`src/rtl/pipe_pkg.sv`:
```
// Shared types for the 5-stage pipeline.
//   alu_op_e    : ALU operation class carried from ID to EX
//   ctrl_t      : packed 8-bit control bundle travelling with each instruction
//   CTRL_BUBBLE : control value of an inserted no-op (writes nothing, reads nothing)
package pipe_pkg;

    typedef enum logic [1:0] {
        ALU_OP_ADD   = 2'b00,
        ALU_OP_SUB   = 2'b01,
        ALU_OP_FUNCT = 2'b10
    } alu_op_e;

    typedef struct packed {
        logic       reg_write;
        logic       mem_to_reg;
        logic       mem_read;
        logic       mem_write;
        logic       alu_src;
        logic       reg_dst;
        logic [1:0] alu_op;
    } ctrl_t;

    localparam ctrl_t CTRL_BUBBLE = '0;

endpackage

```
`src/rtl/load_use_detect.sv`:
```
// Combinational load-use hazard detector.
//   hold        : global freeze, also blocks PC / IF-ID updates
//   ex_mem_read : instruction in EX is a load
//   ex_rt       : load destination register
//   id_rs/id_rt : source specifiers of the instruction in ID
//   id_uses_rt  : ID instruction actually reads rt
//   lu_stall    : load result is needed by ID before it can be forwarded
//   pc_write    : PC update enable
//   ifid_write  : IF/ID register enable
module load_use_detect (
    input  logic       hold,
    input  logic       ex_mem_read,
    input  logic [4:0] ex_rt,
    input  logic [4:0] id_rs,
    input  logic [4:0] id_rt,
    input  logic       id_uses_rt,
    output logic       lu_stall,
    output logic       pc_write,
    output logic       ifid_write
);

    // A load into $0 produces nothing to wait for.
    assign lu_stall = ex_mem_read && (ex_rt != 5'd0) &&
                      ((ex_rt == id_rs) || (id_uses_rt && (ex_rt == id_rt)));

    assign pc_write   = !hold && !lu_stall;
    assign ifid_write = !hold && !lu_stall;

endmodule

```
`src/rtl/idex_hazard_stage.sv`:
```
// ID/EX pipeline register with load-use bubble insertion.
//   clk, reset           : rising-edge clock, async active-high reset
//   hold                 : freeze all state
//   flush                : next load into ID/EX becomes a bubble (no count)
//   id_*                 : decoded operands, specifiers and control from ID
//   pc_write, ifid_write : combinational front-end enables
//   ex_*                 : registered operands, specifiers and control for EX
//   stall_count          : saturating count of load-use bubbles since reset
module idex_hazard_stage
    import pipe_pkg::*;
#(
    parameter int DATA_W = 32,
    parameter int CNT_W  = 16
) (
    input  logic              clk,
    input  logic              reset,
    input  logic              hold,
    input  logic              flush,
    input  logic [4:0]        id_rs,
    input  logic [4:0]        id_rt,
    input  logic [4:0]        id_rd,
    input  logic              id_uses_rt,
    input  logic [DATA_W-1:0] id_read_data1,
    input  logic [DATA_W-1:0] id_read_data2,
    input  logic [DATA_W-1:0] id_imm,
    input  logic              id_reg_write,
    input  logic              id_mem_to_reg,
    input  logic              id_mem_read,
    input  logic              id_mem_write,
    input  logic              id_alu_src,
    input  logic              id_reg_dst,
    input  logic [1:0]        id_alu_op,
    output logic              pc_write,
    output logic              ifid_write,
    output logic [4:0]        ex_rs,
    output logic [4:0]        ex_rt,
    output logic [4:0]        ex_rd,
    output logic [DATA_W-1:0] ex_read_data1,
    output logic [DATA_W-1:0] ex_read_data2,
    output logic [DATA_W-1:0] ex_imm,
    output logic              ex_reg_write,
    output logic              ex_mem_to_reg,
    output logic              ex_mem_read,
    output logic              ex_mem_write,
    output logic              ex_alu_src,
    output logic              ex_reg_dst,
    output logic [1:0]        ex_alu_op,
    output logic [CNT_W-1:0]  stall_count
);

    ctrl_t             id_ctrl;
    ctrl_t             ctrl_d, ctrl_q;
    logic [4:0]        rs_q, rt_q, rd_q;
    logic [DATA_W-1:0] d1_q, d2_q, imm_q;
    logic [CNT_W-1:0]  cnt_d, cnt_q;
    logic              lu_stall;

    assign id_ctrl = '{reg_write:  id_reg_write,
                       mem_to_reg: id_mem_to_reg,
                       mem_read:   id_mem_read,
                       mem_write:  id_mem_write,
                       alu_src:    id_alu_src,
                       reg_dst:    id_reg_dst,
                       alu_op:     id_alu_op};

    load_use_detect u_lud (
        .hold        (hold),
        .ex_mem_read (ctrl_q.mem_read),
        .ex_rt       (rt_q),
        .id_rs       (id_rs),
        .id_rt       (id_rt),
        .id_uses_rt  (id_uses_rt),
        .lu_stall    (lu_stall),
        .pc_write    (pc_write),
        .ifid_write  (ifid_write)
    );

    // Flush takes precedence over a simultaneous load-use stall: the bubble
    // is still inserted but it is accounted to the branch, not the counter.
    always_comb begin
        ctrl_d = id_ctrl;
        cnt_d  = cnt_q;
        if (flush || lu_stall) begin
            ctrl_d = CTRL_BUBBLE;
        end
        if (lu_stall && !flush && (cnt_q != '1)) begin
            cnt_d = cnt_q + 1'b1;
        end
    end

    always_ff @(posedge clk or posedge reset) begin
        if (reset) begin
            ctrl_q <= CTRL_BUBBLE;
            rs_q   <= '0;
            rt_q   <= '0;
            rd_q   <= '0;
            d1_q   <= '0;
            d2_q   <= '0;
            imm_q  <= '0;
            cnt_q  <= '0;
        end else if (!hold) begin
            ctrl_q <= ctrl_d;
            rs_q   <= id_rs;
            rt_q   <= id_rt;
            rd_q   <= id_rd;
            d1_q   <= id_read_data1;
            d2_q   <= id_read_data2;
            imm_q  <= id_imm;
            cnt_q  <= cnt_d;
        end
    end

    assign ex_rs         = rs_q;
    assign ex_rt         = rt_q;
    assign ex_rd         = rd_q;
    assign ex_read_data1 = d1_q;
    assign ex_read_data2 = d2_q;
    assign ex_imm        = imm_q;
    assign ex_reg_write  = ctrl_q.reg_write;
    assign ex_mem_to_reg = ctrl_q.mem_to_reg;
    assign ex_mem_read   = ctrl_q.mem_read;
    assign ex_mem_write  = ctrl_q.mem_write;
    assign ex_alu_src    = ctrl_q.alu_src;
    assign ex_reg_dst    = ctrl_q.reg_dst;
    assign ex_alu_op     = ctrl_q.alu_op;
    assign stall_count   = cnt_q;

endmodule
```
`config.mk`:
```
export PLATFORM = sky130hd
export DESIGN_NAME = idex_hazard_stage
export DESIGN_NICKNAME = d
export VERILOG_FILES = /design/src/rtl/pipe_pkg.sv /design/src/rtl/load_use_detect.sv /design/src/rtl/idex_hazard_stage.sv
export SDC_FILE = /design/constraint.sdc
export NUM_CORES = 1
export LEC_CHECK = 0
export ABC_AREA = 1
export CAP_MARGIN = 20
export CORE_AREA = 2 2 120 122
export CTS_CLUSTER_SIZE = 10
export DETAILED_ROUTE_END_ITERATION = 12
export DIE_AREA = 0 0 122 124
export GPL_ROUTABILITY_DRIVEN = 1
export PLACE_DENSITY_LB_ADDON = 0.12
export SYNTH_ARGS = -nofsm -noshare
export SYNTH_HDL_FRONTEND = slang
export SYNTH_HIERARCHICAL = 1
export SYNTH_SLANG_ARGS = --single-unit
```
`constraint.sdc`:
```
create_clock -name clk -period 6.3 [get_ports clk]
set_clock_uncertainty 0.15 [all_clocks]
set_input_delay 1.26 -clock clk [delete_from_list [all_inputs] [get_ports clk]]
set_output_delay 1.26 -clock clk [all_outputs]
set_load 0.1 [all_outputs]
```
# Word-level counts from Yosys, hierarchy flattened
# Index checks and enable logic that the tools add are counted.
dict set report totals {
  register_bits 135
  inputBits 124
  out_inout_bits 137
}
dict set report op_classes {
  addsub 1
  n_eq_ne 3
  mux 1
  bitwise 1
  reduce_logical 13
}
# operator count
set op_table {}
lappend op_table {{adder 16 x 1 -> 16 bit, second input constant} 1}
lappend op_table {{!= test 16 bit, second input constant} 1}
lappend op_table {{== test 5 bit} 2}
lappend op_table {{2-to-1 mux 8 bit} 1}
lappend op_table {{logical AND 1 bit} 6}
lappend op_table {{nonzero test 5 bit} 1}
lappend op_table {{zero test 1 bit} 3}
lappend op_table {{logical OR 1 bit} 2}
lappend op_table {{AND reduction 2 bit} 1}
lappend op_table {{inverter 1 bit} 1}

# Longest topological paths before layout
# Gate-level depths: netlist (run 1).
dict set report logic_depth {
  word_depth 7
  ltp_mapped 12
}

# Modules after synthesis
# Netlist (run 1), hierarchy kept.
# module instances cells_each area_each_um2
set by_module_without_submodules {}
lappend by_module_without_submodules {idex_hazard_stage 1 648 5470.2}
lappend by_module_without_submodules {load_use_detect 1 57 250.2}

# Least setup slack after synthesis (run 1)
# No wires, ideal clock.
dict set report synth_path {
  kind {input to output}
  start {input id_rs[2]}
  end {output pc_write}
  arrival_time_ns 2.999
  required_ns 4.890
  slack_ns 1.891
  stages 8
  n_path_buf 1
  cell_sequence {inv_1 -> nand2_1 -> nand2_1 -> nor2_1 -> nand3_1 -> nand2_1 -> a21oi_2 -> buf_4}
}
dict set report synth_between {
  elab_chain_len 5
}
# element line
set synth_rtl {}
lappend synth_rtl {{start: declaration} idex_hazard_stage.sv:19} ;# input logic [4:0] id_rs,
lappend synth_rtl {{== test 5 bit} load_use_detect.sv:24} ;# ((ex_rt == id_rs) || (id_uses_rt && (ex_rt == id_rt)));
lappend synth_rtl {{logical OR 1 bit} load_use_detect.sv:24}
lappend synth_rtl {{logical AND 1 bit} load_use_detect.sv:23} ;# assign lu_stall = ex_mem_read && (ex_rt != 5'd0) &&
lappend synth_rtl {{zero test 1 bit} -}
lappend synth_rtl {{logical AND 1 bit} -}
lappend synth_rtl {{end: declaration} idex_hazard_stage.sv:33} ;# output logic pc_write,
# Every way passes these cells.

# Worst setup path in the final report (run 1)
dict set report layout_path {
  start {input id_rs[3]}
  end {output pc_write}
}
dict set report layout_between {
  elab_chain_len 5
}
# element line
set layout_rtl {}
lappend layout_rtl {{== test 5 bit} load_use_detect.sv:24}
lappend layout_rtl {{logical OR 1 bit} load_use_detect.sv:24}
lappend layout_rtl {{logical AND 1 bit} load_use_detect.sv:23}
lappend layout_rtl {{zero test 1 bit} load_use_detect.sv:26} ;# assign pc_write = !hold && !lu_stall;
lappend layout_rtl {{logical AND 1 bit} load_use_detect.sv:26}
# Every way passes these cells.

==> impl_results.md, run 1 <==
* Status: completed
* Total count of hold-check failures in the final report at 0
* Cell repeated most along the worst path: nand2_1
* Yosys warns at 6
* Maximum operating frequency at 0.205 GHz
* Number of hold buffers added after CTS at 0
* Cell area after synthesis at 5720 um2
* Gr usage total at 0.223
* Largest fanout on the critical path at 3
* Period utilization at 0.773
* Kind of cell with the highest combined delay on the critical path: buffers and inverters
* Clk Latency, worst-skew pair at 0.41 ns
* CP arrival at 3.46 ns
* Number of antenna cells inserted at 0
* RSZ-0062 raised after global routing: no
* Post-synthesis instance total at 705
* Start-to-end type of the worst setup path: input pin to primary output
* Number of global-route vias before repair at 5064
* Number of DRC markers in iteration 0 at 394
* Number of clock buffers inserted by TritonCTS at 17
* CTS tree: done
* Top cells by area in the synthesized netlist: dfrtp_1 59%, nand2_1 29%, nand3_1 1.7%
* Antenna violations before repair at 0
* Maximum buffer depth of the clock tree at 2
* GR Layer Usage met1 at 0.262
* Placer congestion estimate at 0.857
* Max-slew violations at 0
* Fill cells at 1155
* Total Wirelength at 16.5 mm
* Power per cell area at 324 nW/um2
* DIE WIDTH at 122 um
* CP Cell Sequence: clkdlybuf4s50_1 -> nand2_1 -> nand2_1 -> nor2_1 -> nand3_1 -> nand2_1 -> a21oi_2 -> clkdlybuf4s50_1
* Wire length of the first global-routing pass at 25.7 mm
* Cell chosen for the clock root: clkbuf_16
* Maximum number of pins on one net before global-route repair at 98
* Overflow after GRT at 0
* Maximum level of the CTS H-tree at 4
* Worst slew slack as a fraction of its limit at 0.301
* Worst hold path class: flop to flop
* # Max-Cap Violations at 0
* Post-synthesis sequential area ratio at 0.591
* Die area at 15100 um2
* Buffers and inverters on the worst path at 2
* Setup TNS at 0 ns
* Height of the die at 124 um
* Multi-input gate area in the final layout at 2110 um2
* Clock period minus final worst setup slack at 4.87 ns
* Post-synthesis cell type with the largest combined area: dfrtp_1
* Antenna Violating Nets Remaining at 0
* Gates resized, CTS repair at 0
* Post-detail-place hpwl at 11.3 mm
* Vias per cell at 4.60
* Setup fix buffers added after clock tree synthesis at 0
* Area growth syn-to-layout at 58.7%
* Clock input transition at the sequential cells of the worst setup and hold paths at 0.05 ns
* Synth Register Bits at 135
* Type of origin of the critical path: input pin
* Post-route DRC violation count at 0
* Area of the placeable core at 13700 um2
* Hold Slack at 0.325 ns
* Worst voltage drop across the vdd grid at 0.184 mV
* Layout cell share with drive strength beyond 1 at 0.0567
* Post-detailed-route wirelength per cell at 14.3 um
* Grt met2 use at 0.359
* Syn avg cell area at 8.11 um2
* Global-route met3 utilization at 0.0916
* Number of failing setup endpoints in the final timing report at 0
* Highest-utilization routing layer at the global route stage: met2
* Port buffer count at 260
* Post-Synthesis Net Count at 830
* Number of distinct library cells after synthesis at 26
* Number of vias after detailed routing at 5285
* Num rows at 43
* Worst endpoint required time at 4.89 ns
* Post-layout nets at 1082
* Area of all sequential standard cells at 3380 um2
* Number of clock sinks at 135
* IO Count at 261
* Area share of the largest cell type after synthesis at 0.591
* Leakage power of the design at 4.52 nW
* Transition at the pin with the smallest max-transition slack at 1.05 ns
* Critical path endpoint category: primary output
* Slowest-stage cell, CP: clkdlybuf4s50_1
* Drt first pass iters at 4
* Maximum single-stage delay on the critical path at 1.16 ns
* Initial standard-cell utilization of the core at 0.417
-- cell usage after synthesis --
| master | number |
|---|---|
| nand2_1 | 445 |
| dfrtp_1 | 135 |
| inv_1 | 21 |
| nand3_1 | 19 |
| clkbuf_1 | 18 |
| nor2_1 | 17 |
| buf_2 | 6 |
| inv_2 | 5 |
| xnor2_1 | 5 |
| nand3b_1 | 4 |
| buf_1 | 3 |
| nand2_2 | 3 |
| nor2_2 | 3 |
| nor2_4 | 3 |
| a21oi_2 | 2 |
| buf_6 | 2 |
| nand4_1 | 2 |
| nor3_1 | 2 |
| o21ai_0 | 2 |
| xor2_1 | 2 |
| buf_4 | 1 |
| ha_1 | 1 |
| nand2_4 | 1 |
| nand3_2 | 1 |
| nor2_8 | 1 |
| nor3_2 | 1 |
-- report_power, final --
part           total [mW]  leakage [nW]  switching [mW]  internal [mW]
Sequential          0.982          1.68          0.0450          0.937
Clock                1.07         0.307           0.372          0.696
Combinational       0.892          2.53           0.671          0.220
-- stage by stage --
step                setup WS [ns]   util  cells  power [mW]  area, um2
CTS                          1.43  0.662   1150        2.97       9080
finish                       1.43  0.662   1150        2.94       9080
detailed placement           1.43  0.615   1118        1.89       8440
floorplan                    1.28      -    705        1.62       5720
global route                 1.30  0.662   1150        3.05       9080
global placement             1.46  0.615   1118        1.89       8440
-- routing by layer --
| layer | share of wire | vias to the layer above |
|---|---|---|
| li1 | - | 2620 |
| met1 | 0.40 | 2471 |
| met2 | 0.49 | 169 |
| met3 | 0.086 | 25 |
| met4 | 0.025 | 0 |
| met5 | 0 | - |
-- placed cells by master (no fill, tap or decap) --
cell type,instances
nor2_2,3
bufinv_16,4
nand3b_1,4
nor2_8,1
nand3_2,1
xor2_1,2
nand3_1,19
xnor2_1,5
clkdlybuf4s50_1,259
clkbuf_8,3
nand2_2,3
clkinv_2,1
dfrtp_1,135
buf_4,4
nand2_4,1
inv_1,20
nor3_1,2
clkbuf_1,2
clkinv_4,2
o21ai_0,2
nor2_4,3
inv_2,4
nand4_1,2
inv_4,1
ha_1,1
nand2_1,445
clkbuf_16,17
nor2_1,17
nor3_2,1
inv_6,2
a21oi_2,2
clkinvlp_4,2
-- logic make-up (layout without fill, tap and decap cells) --
group,after synthesis,after routing,synth area share
compound gates,4,4,0.00481
xor+xnor,7,7,0.0107
fa+ha+maj,1,1,0.00219
buf+inv,56,321,0.0413
flops,135,135,0.591
simple gates,502,502,0.350
-- cell type report --
type	instances	area share
Clock inverter	10	0.0183
Inverter	26	0.0116
Multi-Input combinational cell	514	0.232
Tap cell	180	0.0248
Timing Repair Buffer	263	0.289
Sequential cell	135	0.372
Clock buffer	22	0.0522
-- final timing paths --
path / start / to / slack [ns] / depth (start not counted)
setup / recovery: id_rs[3] / pc_write / 1.43 / 8
hold / removal: ex_read_data1[12] / ex_read_data1[12] / 0.32 / 2
setup reg to reg: ex_rt[3] / stall_count[10] / 4.09 / 11
hold reg to reg: ex_read_data1[12] / ex_read_data1[12] / 0.32 / 2
max in group asynchronous: reset / ex_alu_op[0] / 3.71 / 3
min in group asynchronous: reset / ex_read_data1[23] / 1.25 / 2
-- worst register-to-register path: cells and delay by family, from the launching register on --
family / cells / cell delay, ns
buf+inv: 1 / 0.06
compound gates: 1 / 0.19
simple gates: 9 / 1.25
flops: 1 / 0.46
No activity file was read; power rests on OpenSTA's default activity.
==> run 2, diff against run 1 <==
--- a/config.mk
+++ b/config.mk
@@ -7,10 +7,10 @@
 export LEC_CHECK = 0
 export ABC_AREA = 1
 export CAP_MARGIN = 20
-export CORE_AREA = 2 2 120 122
+export CORE_AREA = 2 2 126 128
 export CTS_CLUSTER_SIZE = 10
 export DETAILED_ROUTE_END_ITERATION = 12
-export DIE_AREA = 0 0 122 124
+export DIE_AREA = 0 0 128 130
 export GPL_ROUTABILITY_DRIVEN = 1
 export PLACE_DENSITY_LB_ADDON = 0.12
 export SYNTH_ARGS = -nofsm -noshare
==> constraint.sdc (replaced) <==
create_clock -name clk -period 4.3 [get_ports clk]
set_clock_uncertainty 0.15 [all_clocks]
set_input_delay 0.86 -clock clk [delete_from_list [all_inputs] [get_ports clk]]
set_output_delay 0.86 -clock clk [all_outputs]
set_load 0.1 [all_outputs]
==> impl_results.md, run 2 (same netlist as run 1, synthesis figures left out) <==
* Height of the die at 130 um (+4.8%)
* Number of clock buffers inserted by TritonCTS at 17 (unchanged)
* Number of hold buffers added after CTS at 0 (unchanged)
* Clock period minus final worst setup slack at 3.22 ns
* Setup TNS at 0 ns (unchanged)
* Num rows at 46 (+7.0%)
* Maximum level of the CTS H-tree at 4 (unchanged)
* Start-to-end type of the worst setup path: input pin to primary output
* Vias per cell at 4.50 (-2.2%)
* Placer congestion estimate at 0.796 (-7.2%)
* Post-detailed-route wirelength per cell at 14.1 um (-1.3%)
* Maximum buffer depth of the clock tree at 2 (unchanged)
* CTS tree: done
* Clock input transition at the sequential cells of the worst setup and hold paths at 0.06 ns (about the same)
* DIE WIDTH at 128 um (+4.9%)
* Wire length of the first global-routing pass at 25.9 mm (+1.0%)
* IO Count at 261 (unchanged)
* Port buffer count at 260 (unchanged)
* Transition at the pin with the smallest max-transition slack at 1.03 ns (-0.0151 ns)
* Leakage power of the design at 4.51 nW (-0.26%)
* Overflow after GRT at 0 (unchanged)
* Die area at 16600 um2 (+10%)
* Initial standard-cell utilization of the core at 0.371 (-0.0461)
* Worst slew slack as a fraction of its limit at 0.311 (+0.0101)
* Minimum setup slack in the final design at 1.08 ns (-0.354 ns)
* Cell chosen for the clock root: clkbuf_16
* Clk Latency, worst-skew pair at 0.41 ns (about the same)
* Dpl ws at 1.08 ns (-0.345 ns)
* Critical path endpoint category: primary output
* Period utilization at 0.749
* Cell area after placement at 8480 um2 (+0.52%)
* Top routing layer used: met4
* Maximum number of pins on one net before global-route repair at 77 (-21%)
* Detailed route wirelength on metal3 at 1.52 mm (+7.7%)
* Antenna Violating Nets Remaining at 0 (unchanged)
* Area growth syn-to-layout at 58.7% (about the same)
* Type of origin of the critical path: input pin
* Total count of hold-check failures in the final report at 0 (unchanged)
* Antenna violations before repair at 0 (unchanged)
* Top library cells by usage in the layout, fill and taps aside: 445 x nand2_1, 257 x clkdlybuf4s50_1, 135 x dfrtp_1, 20 x inv_1, 19 x nand3_1
* Hold Slack at 0.327 ns (+0.00223 ns)
* Status: completed
* Setup fix buffers added after clock tree synthesis at 0 (unchanged)
* Max-slew violations at 0 (unchanged)
* Post-layout nets at 1085 (+0.28%)
* Number of clock sinks at 135 (unchanged)
* Worst voltage drop across the vdd grid at 0.279 mV (+51%)
* Total Wirelength at 16.4 mm (about the same)
* Worst endpoint required time at 3.29 ns (-1.60 ns)
* Post-detail-place hpwl at 11.5 mm (+1.7%)
* Largest fanout on the critical path at 3 (unchanged)
* Most common cell after layout, fill and taps aside: nand2_1
* Area of the placeable core at 15400 um2 (+12%)
* Layout cell share with drive strength beyond 1 at 0.0637 (+0.00702)
* Number of antenna cells inserted at 0 (unchanged)
* Number of global-route vias before repair at 4961 (-2.0%)
* Worst hold path class: flop to flop
* Number of vias after detailed routing at 5237 (-0.91%)
* # Max-Cap Violations at 0 (unchanged)
* Metal1 wirelength at 6.67 mm (+0.51%)
* Post-route DRC violation count at 0 (unchanged)
* CP arrival at 2.21 ns (-1.25 ns)
* Gr usage total at 0.203 (-0.0200)
* RSZ-0062 raised after global routing: no
* Final std cell area, no fill at 9080 um2 (about the same)
* Total Power Consumption at 4.21 mW (+43%)
* Number of failing setup endpoints in the final timing report at 0 (unchanged)
* Gates resized, CTS repair at 0 (unchanged)
* Drt first pass iters at 4 (unchanged)
* Routed wire length on met2 at 7.81 mm (-2.3%)
* Power per cell area at 463 nW/um2 (+43%)
* Number of DRC markers in iteration 0 at 329 (-16%)
* Maximum operating frequency at 0.310 GHz
[run 2: report_power, final]
| group | internal, mW | switching (mW) | total, mW |
|---|---|---|---|
| Combinational | 0.325 | 0.983 | 1.31 |
| Sequential | 1.37 | 0.0632 | 1.44 |
| Clock | 0.890 | 0.572 | 1.46 |
[run 2: critical path, cell delays in order]
cell             delay (ns)
clkdlybuf4s50_1        0.50
nand2_1                0.07
nand2_1                0.06
nor2_1                 0.04
nand3_1                0.10
nand2_1                0.09
a21oi_2                0.18
buf_4                  0.32
[run 2: area by class of cell]
class / count / area, um2
Inverter: 26 / 104
Clock buffer: 19 / 453
Fill cell: 1385 / 6340
Sequential cell: 135 / 3380
Multi-Input combinational cell: 514 / 2110
Timing Repair Buffer: 266 / 2650
Clock inverter: 13 / 146
Tap cell: 192 / 240
[run 2: per-stage QoR]
step | util | instances
3_5_place_dp | 0.550 | 1133
4_1_cts | 0.589 | 1165
3_3_place_gp | 0.550 | 1133
5_1_grt | 0.589 | 1165
6_report | 0.589 | 1165
2_1_floorplan | - | 705
[run 2: layer usage]
layer / GRT usage / vias to the layer above
met4: 0.0879 / 0
met2: 0.322 / 174
met3: 0.0910 / 27
met5: 0 / -
met1: 0.240 / 2399
li1: - / 2637
[run 2: worst paths after layout]
kind	endpoint	slack, ns	startpoint	cells past startpoint
min reg2reg	ex_read_data2[12]	0.33	ex_read_data2[12]	2
max in group asynchronous	ex_rd[0]	2.31	reset	3
min	ex_read_data2[12]	0.33	ex_read_data2[12]	2
max reg2reg	stall_count[5]	2.17	ex_rt[4]	11
min in group asynchronous	ex_read_data1[14]	0.80	reset	2
max	ifid_write	1.08	id_rs[3]	8
